===== src/rtl/mul_acc_ctrl.sv =====
// Multiply-accumulate controller: sums a programmed number of 16-bit products from mul
// into a saturating accumulator, with sticky overflow/saturation flags and a done state.
module mul_acc_ctrl #(
    parameter int unsigned ACC_W = 20,
    parameter int unsigned LEN_W = 8
) (
    input  logic             clk,
    input  logic             rst,
    input  logic             start,
    input  logic [LEN_W-1:0] len,
    input  logic             in_valid,
    input  logic [15:0]      prod,
    input  logic             prod_ov,
    output logic             in_ready,
    output logic [ACC_W-1:0] acc_out,
    output logic             busy,
    output logic             done,
    output logic             ov_flag,
    output logic             sat_flag
);

    typedef enum logic [1:0] {StIdle, StRun, StDone} state_e;

    state_e           state_q, state_d;
    logic [ACC_W-1:0] acc_q, acc_d;
    logic [LEN_W-1:0] count_q, count_d;
    logic [LEN_W-1:0] len_q, len_d;
    logic             ov_q, ov_d;
    logic             sat_q, sat_d;

    logic             accept;
    logic [ACC_W:0]   sum;

    assign accept = in_valid & (state_q == StRun);
    // One extra bit catches the carry out so saturation can be detected.
    assign sum    = {1'b0, acc_q} + {{(ACC_W + 1 - 16){1'b0}}, prod};

    always_comb begin
        state_d = state_q;
        acc_d   = acc_q;
        count_d = count_q;
        len_d   = len_q;
        ov_d    = ov_q;
        sat_d   = sat_q;
        unique case (state_q)
            StIdle, StDone: begin
                if (start) begin
                    acc_d   = '0;
                    count_d = '0;
                    ov_d    = 1'b0;
                    sat_d   = 1'b0;
                    len_d   = len;
                    state_d = (len != '0) ? StRun : StDone;
                end
            end
            StRun: begin
                if (accept) begin
                    if (sum[ACC_W]) begin
                        acc_d = '1;
                        sat_d = 1'b1;
                    end else begin
                        acc_d = sum[ACC_W-1:0];
                    end
                    ov_d    = ov_q | prod_ov;
                    count_d = count_q + LEN_W'(1);
                    if (count_q == len_q - LEN_W'(1)) begin
                        state_d = StDone;
                    end
                end
            end
            default: state_d = StIdle;
        endcase
    end

    always_ff @(posedge clk) begin
        if (rst) begin
            state_q <= StIdle;
            acc_q   <= '0;
            count_q <= '0;
            len_q   <= '0;
            ov_q    <= 1'b0;
            sat_q   <= 1'b0;
        end else begin
            state_q <= state_d;
            acc_q   <= acc_d;
            count_q <= count_d;
            len_q   <= len_d;
            ov_q    <= ov_d;
            sat_q   <= sat_d;
        end
    end

    assign in_ready = (state_q == StRun);
    assign busy     = (state_q == StRun);
    assign done     = (state_q == StDone);
    assign acc_out  = acc_q;
    assign ov_flag  = ov_q;
    assign sat_flag = sat_q;

endmodule


===== config.mk =====
export PLATFORM = sky130hd
export DESIGN_NAME = mul_acc_ctrl
export DESIGN_NICKNAME = d
export VERILOG_FILES = /design/src/rtl/mul_acc_ctrl.sv
export SDC_FILE = /design/constraint.sdc
export NUM_CORES = 1
export LEC_CHECK = 0
export ABC_AREA = 1
export CAP_MARGIN = 30
export CORE_ASPECT_RATIO = 1.2
export CORE_MARGIN = 2
export CORE_UTILIZATION = 55
export DETAILED_ROUTE_END_ITERATION = 7
export DONT_BUFFER_PORTS = 1
export PLACE_DENSITY = 0.7
export SKIP_CTS_REPAIR_TIMING = 1
export SLEW_MARGIN = 20
export SYNTH_ARGS = -nofsm -noshare
export SYNTH_HDL_FRONTEND = slang
export SYNTH_SLANG_ARGS = --single-unit
export TNS_END_PERCENT = 30

===== constraint.sdc =====
create_clock -name clk -period 3.79 [get_ports clk]
set_clock_uncertainty 0.05 [all_clocks]
set_input_delay 1.137 -clock clk [delete_from_list [all_inputs] [get_ports clk]]
set_output_delay 1.137 -clock clk [all_outputs]
set_load 0.005 [all_outputs]

* Yosys cells after proc, flatten, opt, wreduce, memory -nomap -nowiden
Index checks and enable logic that the tools add are counted.
** Cells by class
- Reductions and logical operators :: 8
- Equality and inequality tests :: 7
- Bitwise logic cells :: 2
- Mux-type cells :: 18
- Add/sub/neg operators :: 3
** Operators by type and width (number)
- $mux 20 :: 3
- $pmux 20 s2 :: 1
- $add 20x16->21 :: 1
- $mux 8 :: 2
- $pmux 8 s2 :: 1
- $add 8x1->8 const B :: 1
- $eq 8x8->1 :: 1
- $mux 2 :: 4
- $reduce_bool 8->1 :: 1
- $sub 8x1->8 const B :: 1
- $ne 2x1->1 const B :: 3
- $reduce_and 3->1 :: 2
- $mux 1 :: 4
- $pmux 1 s2 :: 2
- $pmux 2 s2 :: 1
- $reduce_and 4->1 :: 1
- $eq 2x1->1 const B :: 1
- $eq 2x2->1 const B :: 1
- $logic_not 2->1 :: 1
- $ne 2x2->1 const B :: 1
- $reduce_and 2->1 :: 1
- $reduce_bool 2->1 :: 1
- $reduce_or 2->1 :: 1
- $and 1x1->1 :: 1
- $or 1x1->1 :: 1
** Word-level totals
- Input port bits :: 29
- Word-level logic and storage cells :: 44
- Output and inout bits :: 25
- Register bits :: 40

* Longest topological paths before layout
- Depth after elaboration :: 5
- Gate-level depth with buffers :: 13
- Mapped depth without buffers :: 13

* Least setup slack after synthesis
Ideal clock, no wire load.
- Path kind :: input-to-reg
- Start :: input port prod[0]
- End :: register acc_q[13], in the netlist acc_out[13]
- Path buffers :: 1
- Data required time :: 3.601 ns
- Stages on the path :: 13
- Setup time :: 0.139 ns
- Slack :: 0.975 ns
- Arrival :: 2.626 ns
- Cells stage by stage :: ha_1 > fa_1 > nand2_1 > nand3_2 > nand3_1 > nand2_2 > nand3_2 > nand2_2 > nand2_2 > buf_6 > nand3_2 > nand2_1 > a21oi_2
** On the way
- Word-level cells in the longest chain between the ends :: 4
** Ends and longest elaborated chain
- start: declaration :: RTL line 12 : input logic [15:0] prod,
- $add 20x16->21 :: RTL line 36 : assign sum = {1'b0, acc_q} + {{(ACC_W + 1 - 16){1'b0}}, prod};
- $mux 20 :: RTL line 58 : if (sum[ACC_W]) begin
- $mux 20 :: RTL line 57 : if (accept) begin
- $pmux 20 s2 :: RTL line 45 : unique case (state_q)
- end signal: assignment :: RTL line 78 : acc_q <= '0;
- end signal: assignment :: RTL line 85 : acc_q <= acc_d;
- end: declaration :: RTL line 25 : logic [ACC_W-1:0] acc_q, acc_d;
No other way between the ends. The select of a mux whose other input is x is not followed.
A chain may end at the register's enable or synchronous reset.

* Worst setup path after layout
- Start :: input port prod[0]
- End :: register sat_q, in the netlist sat_flag
** On the way
- Word-level cells in the longest chain between the ends :: 3
** Ends and longest elaborated chain
- $add 20x16->21 :: RTL line 36
- $ne 2x1->1 (no source line)
- $reduce_and 4->1 (no source line)
- end signal: assignment :: RTL line 89 : sat_q <= sat_d;
- end: declaration :: RTL line 29 : logic sat_q, sat_d;
No other way between the ends.

==> results.yml <==
floorplanning:
  floorplan.initialDensity: 0.561
  pin_count: 54
  die-area_um2: 6280
  die_h_um: 86.4
  floorplan.core_area_um2: 5560
  die_width_um: 72.7
  std_cell_rows: 30
cts:
  tritoncts.num_buffers: 5
  htree_num_levels: 2
  clk_path_buf_depth: 2
  insertion_delay_ns: 0.30
  clk_transition_reported_paths_ns: 0.08
  cts_num_sinks: 40
  cts_tree: "yes"
  cts_root_buf: "clkbuf_8"
synthesis:
  synth_seq_area_share: 0.257
  post_synth_num_cell_types: 34
  synth-async-reset-ratio: 0
  yosys_register_bits: 40
  synth.cell_area_um2: 3120
  yosys.cell_count.top_type: "nand2_1"
  synth_top_cell_area_share: 0.257
  ys_dominant_reg_cell: "dfxtp_1"
  yosys.area.top_type: "dfxtp_1"
  edff_count_synth: 0
  postSynthAreaPerCell_um2: 6.32
  yosys-top-cells-count: "nand2_1 (160), inv_1 (60), a21oi_1 (43), nor2_1 (42), dfxtp_1 (40)"
  synth_nets: 541
  netlist_top_cells_area: "dfxtp_1 (26%), nand2_1 (19%), ha_1 (7.2%)"
  syn-instance-count: 493
  synth.yosys.warnings: 0
sta:
  layout_min_cycle_time_ns: 2.89
  min_period_over_period: 0.762
  fmaxAchievable_mhz: 346
  timing.setup.tns_ns: 0
  timing.final.hold_violations: 0
  worstMarginPinSlew_ns: 0.708
  finalMaxSlewViolations: 0
  rsz0062_at_grt: "no"
  final-setup-viol-count: 0
  timing.max_slew.rel_slack: 0.528
routing:
  antenna_violating_nets_post_route: 0
  detail_route.drc_violations: 0
  drt-initial-drc-count: 141
  num_vias: 2959
  totalWireLength_um: 7380
  via_per_inst: 5.34
  drt-wirelength-per-cell_um: 13.3
  dr.pass1.iters: 4
critical_path:
  critPathArrivalTime_ns: 3.03
  path_class: "input pin to flop"
  required_arrival_time_at_the_worst_endpoint_ns: 3.93
  setup.worst_path.start_class: "input pin"
  critical_path.endpoint_type: "flop"
  timing.critical_path.fanout_max: 21
hold_path:
  hold_path_class: "flop to flop"
pwr:
  power.share.sequential: 0.438
  netSwitchingFraction: 0.314
  power.share.combinational: 0.219
  worst_ir_drop_vdd_mv: 0.186
  power_frac_clock: 0.343
  total_leakage_power_nw: 1.53
  power.net_switching_uw: 328
  design_internal_power_uw: 715
  cellPowerDensity_nw_per_um2: 322
grt:
  antenna_found_initial: 0
  first_global_vias: 2969
  sum_of_overflow_across_all_layers_after_global_routing: 0
  grt_start_max_net_pins: 23
  grt_usage: 0.251
  grt_first_pass_wirelength_um: 12500
cells_and_area:
  post-route-cell-area_um2: 3240
  sequential_cell_area_um2: 801
  syn_to_final_growth_pct: 3.86
  num_antenna_cells: 0
  finalNetCount: 537
  multi_input_comb_area_um2: 2010
  num-fill-cells: 572
  layout-drive-gt1-share: 0.100
run_status:
  result_of_the_run: "finished clean"
place:
  buffer_ports.inserted: 0
  post_dp_cell_area_um2: 3120
  gp_routability_congestion: 0.888
  hpwlAfterDp_um: 5680
job:
  cap_viol_max_count: 0
-- area by class of cell --
cell class / count / area share
inverter: 62 / 0.0719
sequential: 40 / 0.247
clock inverter: 3 / 0.0131
clock buffer: 5 / 0.0213
multi-input combinational: 380 / 0.621
tap: 64 / 0.0247
-- logic make-up (layout without fill, tap and decap cells) --
kind of cell             Yosys count  count (layout)  synth area share
AND/OR/NAND/NOR                  274             274             0.398
AO/OA/AOI/OAI                     76              76             0.138
buffers and inverters             73              70            0.0976
flip-flops                        40              40             0.257
adder cells (fa/ha/maj)           19              19            0.0787
XOR/XNOR                          11              11            0.0309
-- sequential cells by signal, summed over array words and instances (netlist names) --
signal and cells:
state_q 2, count_q 8, ov_flag 1, acc_out 20
sat_flag 1, len_q 8
-- cells in the final DEF, fill, tap and decap left out, types with 2 or more instances in the layout --
cell / Yosys / final
a21oi_1: 43 / 43
a21oi_2: 9 / 9
and2_1: 3 / 3
clkbuf_8: 0 / 5
dfxtp_1: 40 / 40
ha_1: 18 / 18
inv_1: 60 / 60
inv_2: 2 / 2
nand2_1: 160 / 160
nand2_2: 9 / 9
nand3_1: 28 / 28
nand3_2: 12 / 12
nand4_1: 3 / 3
nor2_1: 42 / 42
nor2_2: 2 / 2
nor2_4: 2 / 2
nor3_1: 5 / 5
nor3b_1: 2 / 2
nor4_1: 3 / 3
o21ai_0: 18 / 18
o21bai_1: 2 / 2
xnor2_1: 7 / 7
xor2_1: 4 / 4
-- power by group through the flow --
stage | logic (mW) | registers (mW) | clock network (mW)
after floorplan | 0.195 | 0.462 | 0
after global placement | 0.225 | 0.467 | 0
after detailed placement | 0.228 | 0.467 | 0
after global routing | 0.264 | 0.461 | 0.381
final | 0.228 | 0.457 | 0.358
after CTS | 0.229 | 0.458 | 0.368
-- routing by layer --
metal,vias to the layer above,track usage,part of all wire
met5,-,0,0
met4,0,0.104,0.029
met3,18,0.0407,0.039
li1,1580,-,-
met1,1309,0.259,0.40
met2,52,0.487,0.53
-- critical path, cell delays in order --
cell,delay [ns]
ha_1,0.22
fa_1,0.42
nand2_1,0.12
nand3_2,0.07
nand3_1,0.09
nand2_2,0.10
nand3_2,0.09
nand2_2,0.06
nand2_2,0.42
nand2_1,0.09
a21oi_1,0.15
nor2_1,0.06
-- path summary, 6_finish.rpt --
path              start  slack, ns          to  cells after the start
max             prod[0]       0.90    sat_flag                     12
min          acc_out[7]       0.45  acc_out[7]                      2
max reg2reg  acc_out[0]       1.36    sat_flag                     12
min reg2reg  acc_out[7]       0.45  acc_out[7]                      2
-- metrics by stage --
step / std cells / util / hold WS [ns] / setup slack (ns) / total power, mW
detailed placement: 546 / 0.562 / 0.437 / 0.583 / 0.695
global placement: 546 / 0.562 / 0.434 / 0.635 / 0.692
CTS: 554 / 0.582 / 0.451 / 0.895 / 1.06
floorplan: 493 / - / 0.388 / 0.975 / 0.658
finish: 554 / 0.582 / 0.449 / 0.901 / 1.04
global route: 554 / 0.582 / 0.467 / 0.786 / 1.11
Note: power is estimated with default switching activity, not from simulation.
==> RTL change: new RTL, same settings <==
Re-encode `state_e` (3 states) as one-hot, 3 bits wide.
--- a/src/rtl/mul_acc_ctrl.sv
+++ b/src/rtl/mul_acc_ctrl.sv
@@ -19,7 +19,7 @@
     output logic             sat_flag
 );
 
-    typedef enum logic [1:0] {StIdle, StRun, StDone} state_e;
+    typedef enum logic [2:0] {StIdle = 3'b001, StRun = 3'b010, StDone = 3'b100} state_e;
 
     state_e           state_q, state_d;
     logic [ACC_W-1:0] acc_q, acc_d;
Behaviour: no difference found for any inputs over 10 cycles, from zero or initial values and one cycle with rst high; not proved beyond that.
==> RTL change against the original RTL <==
  * Critical path depth unchanged
  * First-iteration DRC count down 16%
  * Sequential cell count up 1
  * Setup slack improved by 0.20 ns
  * Synthesized area fell by 0.72%
  * Design area is the same
  * Wire length rose by 3.2%
  * Critical path type unchanged
  * Largest cell class unchanged
Power is not compared: it rests on default switching activity, and its combinational part moved more than twofold at a synthesized area within 25%.
==> RTL change: results <==
set metrics [dict create \
    cp_max_fo 10 \
    rows 29 \
    ys_ff_latch 41 \
    drtIter0Drc 119 \
    wl_met2_microns 4100 \
    place_area_sq_um 3120 \
    arrival_ns 2.83 \
    fillers 547 \
    status "completed" \
    syn_nets 546 \
    drt-met1-wl_microns 3080 \
    vias 2999 \
    wirelength_microns 7610 \
    grt_pass1_wl_microns 13000 \
    syn_avg_cell_area_sq_um 6.21 \
    clkCellAreaFrac_pct 3.71 \
    multi_input_cells 388 \
    multi_input_area_sq_um 1990 \
    grt_pass1_vias 2927 \
    met1_usage_pct 28.0 \
    wl_met3_microns 255 \
    max_stage_delay_ns 0.45 \
    hpwl_microns 6070 \
    n_all_inverters 60 \
    fmax_mhz 372 \
    worstHoldStart "len_q[7]$_SDFFE_PP0P_" \
    fin_cells 559 \
    slew_headroom_pct 58.5 \
    place_ws_ns 0.781 \
    cp-endpoint "acc_out[14]$_SDFFE_PP0P_" \
    synth-seq-area-share_pct 26.5 \
    use_met3_pct 3.88 \
    hold_ws_ns 0.422 \
]
-- RTL change: changes by cell type in the layout (fill, tap and decap cells not counted), moves of 3 or more --
cell	change
nand2_2	-3
nand3_2	-11
nand3_1	+6
o21ai_1	+3
a21oi_1	+7
o21ai_0	+8
a21oi_2	-8
xnor2_1	-5
xor2_1	+8
nor2_1	+5
-- RTL change: power by group through the flow --
stage	clock, mW	sequential [mW]	combinational [mW]
detailed placement	0	0.536	0.594
CTS	0.388	0.526	0.593
global route	0.402	0.532	0.676
global placement	0	0.536	0.584
floorplan	0	0.522	0.523
finish	0.375	0.525	0.590
-- RTL change: logic make-up after synthesis --
group | Yosys count | synth area share (%)
AND/OR/NAND/NOR | 270 | 38.1
AO/OA/AOI/OAI | 85 | 14.2
flip-flops | 41 | 26.5
buffers and inverters | 69 | 9.22
XOR/XNOR | 14 | 3.96
adder cells (fa/ha/maj) | 19 | 7.93
